[src/rtl/fifo_wr_arbiter.sv]
// ---------------------------------------------------------------------------
// FifoWrArbiter (fifo_wr_arbiter)
//
// Purpose:
//    Round-robin write arbiter. It merges several requesters into the write
//    port of a single FIFO. Each requester that wins arbitration holds a
//    grant tenure of up to maxBurst beats. The tenure ends early if the
//    requester drops its request, or if a beat is written while the FIFO
//    reports almostFull. A full FIFO stalls the tenure without ending it.
//    Handover to the next pending requester happens without an idle cycle.
//
// Ports:
//    clk             : single clock, all state changes on the rising edge
//    rst_n           : synchronous reset, active-high (1 = reset)
//    req             : per-requester beat-ready flags
//    req_data        : packed beat data; slice i is [i*dataWidth +: dataWidth]
//    fifo_full       : FIFO full flag, blocks writes
//    fifo_almostFull : FIFO almostFull flag, ends a tenure after one write
//    grant           : one-hot beat-accept strobe
//    fifo_wr_en      : FIFO write enable
//    fifo_data_in    : FIFO write data, zero when not writing
//    owner           : index of the current tenure holder, 0 when idle
//    busy            : high while a tenure is active
// ---------------------------------------------------------------------------
module fifo_wr_arbiter #(
   parameter int dataWidth = 8,
   parameter int numReq    = 4,
   parameter int maxBurst  = 4
) (
   input  logic                          clk,
   input  logic                          rst_n,
   input  logic [numReq-1:0]             req,
   input  logic [numReq*dataWidth-1:0]   req_data,
   input  logic                          fifo_full,
   input  logic                          fifo_almostFull,
   output logic [numReq-1:0]             grant,
   output logic                          fifo_wr_en,
   output logic [dataWidth-1:0]          fifo_data_in,
   output logic [$clog2(numReq)-1:0]     owner,
   output logic                          busy
);

   localparam int OW = $clog2(numReq);
   localparam int CW = $clog2(maxBurst + 1);

   typedef enum logic {
      IDLE,
      GRANT
   } state_t;

   state_t          state_q, state_d;
   logic [OW-1:0]   owner_q, owner_d;
   logic [CW-1:0]   beatCnt_q, beatCnt_d;
   logic [OW-1:0]   rrPtr_q, rrPtr_d;

   logic            accept;
   logic            tenureEnd;
   logic [OW:0]     pick;
   logic [OW-1:0]   nextPtr;

   // Returns {found, index} of the first set request at or above ptr,
   // wrapping around. The loop runs downward so that the smallest offset
   // from ptr is the last assignment and therefore wins.
   function automatic logic [OW:0] pickNext(input logic [numReq-1:0] r,
                                            input logic [OW-1:0]     ptr);
      logic [OW-1:0] idx;
      pickNext = '0;
      for (int k = numReq - 1; k >= 0; k--) begin
         idx = OW'((int'(ptr) + k) % numReq);
         if (r[idx]) begin
            pickNext = {1'b1, idx};
         end
      end
   endfunction

   // State register. Reset returns the arbiter to IDLE with priority
   // starting at requester 0.
   always_ff @(posedge clk) begin
      if (rst_n) begin
         state_q   <= IDLE;
         owner_q   <= '0;
         beatCnt_q <= '0;
         rrPtr_q   <= '0;
      end else begin
         state_q   <= state_d;
         owner_q   <= owner_d;
         beatCnt_q <= beatCnt_d;
         rrPtr_q   <= rrPtr_d;
      end
   end

   // Next-state and output logic. A beat is accepted only from the owner
   // and only when the FIFO has room. On tenure end the pointer moves past
   // the old owner, so a requester that used up its burst is searched last.
   // Handover is decided in the same cycle, so the new owner is already
   // granted on the following cycle without an idle gap.
   always_comb begin
      state_d      = state_q;
      owner_d      = owner_q;
      beatCnt_d    = beatCnt_q;
      rrPtr_d      = rrPtr_q;
      accept       = 1'b0;
      tenureEnd    = 1'b0;
      pick         = '0;
      nextPtr      = '0;
      grant        = '0;
      fifo_wr_en   = 1'b0;
      fifo_data_in = '0;
      busy         = 1'b0;

      case (state_q)
         IDLE: begin
            pick = pickNext(req, rrPtr_q);
            if (pick[OW]) begin
               owner_d   = pick[OW-1:0];
               beatCnt_d = '0;
               state_d   = GRANT;
            end
         end
         GRANT: begin
            busy   = 1'b1;
            accept = req[owner_q] && !fifo_full;
            if (accept) begin
               grant[owner_q] = 1'b1;
               fifo_wr_en     = 1'b1;
               fifo_data_in   = req_data[owner_q*dataWidth +: dataWidth];
               beatCnt_d      = beatCnt_q + CW'(1);
            end
            tenureEnd = !req[owner_q] ||
                        (accept && ((int'(beatCnt_q) + 1 == maxBurst) ||
                                    fifo_almostFull));
            if (tenureEnd) begin
               nextPtr   = (owner_q == OW'(numReq - 1)) ? '0 : owner_q + 1'b1;
               rrPtr_d   = nextPtr;
               pick      = pickNext(req, nextPtr);
               beatCnt_d = '0;
               if (pick[OW]) begin
                  owner_d = pick[OW-1:0];
               end else begin
                  owner_d = '0;
                  state_d = IDLE;
               end
            end
         end
      endcase

      // Reset silences the FIFO side in the same cycle, so no beat is
      // written while the tenure is being aborted.
      if (rst_n) begin
         grant        = '0;
         fifo_wr_en   = 1'b0;
         fifo_data_in = '0;
         busy         = 1'b0;
      end
   end

   assign owner = owner_q;

endmodule

[config.mk]
export PLATFORM = sky130hd
export DESIGN_NAME = fifo_wr_arbiter
export DESIGN_NICKNAME = d
export VERILOG_FILES = /design/src/rtl/fifo_wr_arbiter.sv
export SDC_FILE = /design/constraint.sdc
export NUM_CORES = 1
export LEC_CHECK = 0
export ABC_AREA = 1
export ABC_CLOCK_PERIOD_IN_PS = 2200
export BUFFER_PORTS_ARGS = -buffer_cell sky130_fd_sc_hd__buf_2
export CORE_MARGIN = 2
export CORE_UTILIZATION = 47
export CTS_CLUSTER_SIZE = 8
export DETAILED_ROUTE_END_ITERATION = 10
export PLACE_DENSITY = 0.8
export SYNTH_ARGS = -nofsm -noshare
export SYNTH_HDL_FRONTEND = slang
export SYNTH_SLANG_ARGS = --single-unit
[constraint.sdc]
create_clock -name clk -period 2.2 [get_ports clk]
set_input_delay 0.11 -clock clk [delete_from_list [all_inputs] [get_ports clk]]
set_output_delay 0.11 -clock clk [all_outputs]
set_load 0.1 [all_outputs]
==> metrics <==
outcome complete, no violations; CP max stage cell dfxtp_4; GRT Resource Usage Total between 20% and 30%; DP HPWL approximately 2800 um; worst rel slew slack 68.1%; Final Hold Viols 0; CP arrival 1.93 ns; #FFs+latches synth 8; Syn Nets about 280; first-pass GRT wire length a little under 6000 um; die width around 56 um; initial antenna violation count 0; Yosys warnings 0; maximum VDD drop ~0.00085 V; PD cells about 1000 nW/um^2; Lkg Pwr roughly 0.97 nW; Syn Inst Count approximately 230; R2R depth 14; die height ~56 um; WP buf/inv 3; R2R Path End owner[0]$_SDFFE_PP0P_; NumNets Final roughly 340; post-synth top area cell nand2_1; RePlAce Congestion 0.955; DRC 0; top_reg_cell synth dfxtp_1; r2r setup slk approximately 0.31 ns; Post-Synth Adder-Cell Area around 6%; worst slew pin tran about 0.48 ns; Non-Filler Instances ~320; register area share after synthesis around 13%; Via density 5.04; Final TNS setup 0 ns; worst r2r src owner[1]$_SDFFE_PP0P_; DRT antenna net count 0; mux share of post-synthesis cell area 0%; FMAX 490 MHz; Cell Area, Placed roughly 1900 um^2; crit path kind reg -> out; Worst path depth 9; CP startpoint kind flop; Syn Std Cell Area roughly 1200 um^2; Worst Clk Skew ~0.00019 ns; Yosys top cell area share 16.9%; Critical Path End fifo_data_in[3]; top-count cell post-synth nand2_1; largest net degree at the start of global routing 19; Hold Crit Class in -> reg; CP required approximately 2.1 ns; CTS-repair resized insts 0; clock latency on the worst-skew pair ~0.26 ns; Util after Layout 76.3%; Max stage delay on crit path 0.38 ns; number of port buffers between 50 and 60; Top Ports between 50 and 60; critical path peak fanout 13; antenna cell count 0; Mean Syn Cell Area ~5.4 um^2; share of cells above drive strength 1 34.0%; largest family of logic cells by synthesized area simple AND/OR/NAND/NOR gates; Final Critical Period approximately 2.0 ns; Yosys cell types 21; CTS Root Cell clkbuf_4; Synth Area in Simple Gates between 50% and 60%; vias in the first global route approximately 1400; crit share post-route a little over 90%; synth cell count leaders nand2_1, nor2_1, inv_1, nand3_1, o21ai_0; CTS tree built; Initial DRC Count around 70; Setup crit start owner[0]$_SDFFE_PP0P_; fraction of registers with async set/reset 0%; CP Capture Type output port; vias post-DR about 1600; routed len/inst between 10 and 15 um; drt pass-1 iters 4; Syn-to-layout area delta 52.9%; clock net sink count 8; placed insts about 320; Core Box Area ~2500 um^2; synth top area cells nand2_1, nor2_1, dfxtp_1; RSZ-0062 raised after global routing false; CP top delay family buffers and inverters; post-route cell area 1910 um^2; die area approximately 3000 um^2; Clock transition at path regs roughly 0.060 ns; Rows 18; post-synthesis compound-gate area fraction between 10% and 20%; Slew Viols, Final 0; final setup fails 0; # hold bufs at CTS 0; Post-synth EDFFs 0; number of H-tree levels 1; Max clock buf depth 2; starting density of the core 49.9%; crit-path cells inv_2, nand2_1, nand2_1, nand2_2, a21oi_1, nand2_2, buf_12, a21oi_4, buf_12; drt total wl approximately 3500 um; max-cap viol count 0; gr ovfl total 0; Post-Synth XOR/XNOR Area less than 1%; total CTS buffers 3; Post-CTS Setup Bufs 0
[where the power goes]
group	total (mW)	switching [mW]	internal, mW
clock network	0.118	0.0557	0.0628
registers	0.273	0.0809	0.192
logic	1.56	1.06	0.497
[registers in the layout (all words and copies together) (netlist names)]
signal     count
state_q        1
beatCnt_q      3
rrPtr_q        2
owner          2
[worst register-to-register path: stages, from the launching register on]
cell,delay (ns)
dfxtp_4,0.44
inv_2,0.14
ha_1,0.36
inv_1,0.13
nand2_1,0.10
nand3_2,0.11
nand2_1,0.06
inv_1,0.08
nand2_2,0.07
nand2_1,0.06
nor2_1,0.04
nand2_1,0.05
nand3_1,0.06
nand2_1,0.06
inv_1,0.03
[layout by cell type, fill, tap and decap left out]
master | synthesis | layout
inv_2 | 4 | 4
and2_1 | 1 | 1
nor2_1 | 50 | 45
nand3b_2 | 1 | 1
nor2_4 | 0 | 5
o21ai_0 | 22 | 22
clkbuf_4 | 0 | 3
xor2_1 | 1 | 1
dfxtp_1 | 8 | 6
nand2_1 | 56 | 55
buf_4 | 0 | 2
a21oi_1 | 15 | 7
clkinvlp_4 | 0 | 1
buf_2 | 2 | 42
a21oi_4 | 0 | 8
o21ai_1 | 3 | 3
buf_12 | 0 | 14
nand3_2 | 2 | 2
ha_1 | 6 | 6
nand2_2 | 6 | 7
inv_1 | 23 | 22
and2_4 | 1 | 1
dfxtp_4 | 0 | 2
nand2_4 | 5 | 5
nor2_2 | 1 | 1
nand3_1 | 22 | 22
[metal layers]
layer	wire length [um]	global-route usage [%]
met5	0	0
met4	39	7.67
met3	204	2.34
met2	1790	41.8
met1	1450	27.6
[cell type report]
type / instances / area (um^2)
Multi-Input combinational cell: 192 / 1070
Fill cell: 212 / 593
Timing Repair Buffer: 58 / 505
Sequential cell: 8 / 168
Inverter: 27 / 105
Tap cell: 30 / 37.5
Clock buffer: 3 / 22.5
[per-stage QoR]
step	power, mW	hold WS (ns)	setup slack (ns)
after detailed placement	1.82	0.378	0.342
after global routing	2.15	0.101	0.0434
after CTS	1.95	0.104	0.141
final	1.95	0.102	0.159
after global placement	1.80	0.376	0.432
after floorplan	1.53	0.179	0.0254
[logic make-up (layout without fill, tap and decap cells)]
logic type,Yosys count,in the layout
compound gates,40,40
xor+xnor,1,1
fa+ha+maj,6,6
buf+inv,33,88
flops,8,8
simple gates,145,145
[worst min-delay path by stage]
stage / startpoint / endpoint / slack, ns / cells after the start
final: rst_n / beatCnt_q[2]$_SDFFE_PP0P_ / 0.10 / 2
after global routing: rst_n / beatCnt_q[1]$_SDFFE_PP0P_ / 0.10 / 2
after CTS: rst_n / beatCnt_q[1]$_SDFFE_PP0P_ / 0.10 / 2
after detailed placement: rst_n / beatCnt_q[1]$_SDFFE_PP0P_ / 0.38 / 2
after global placement: rst_n / beatCnt_q[1]$_SDFFE_PP0P_ / 0.38 / 2
after floorplan: rst_n / beatCnt_q[0]$_SDFFE_PP0P_ / 0.18 / 1
No activity file was read; power rests on OpenSTA's default activity.
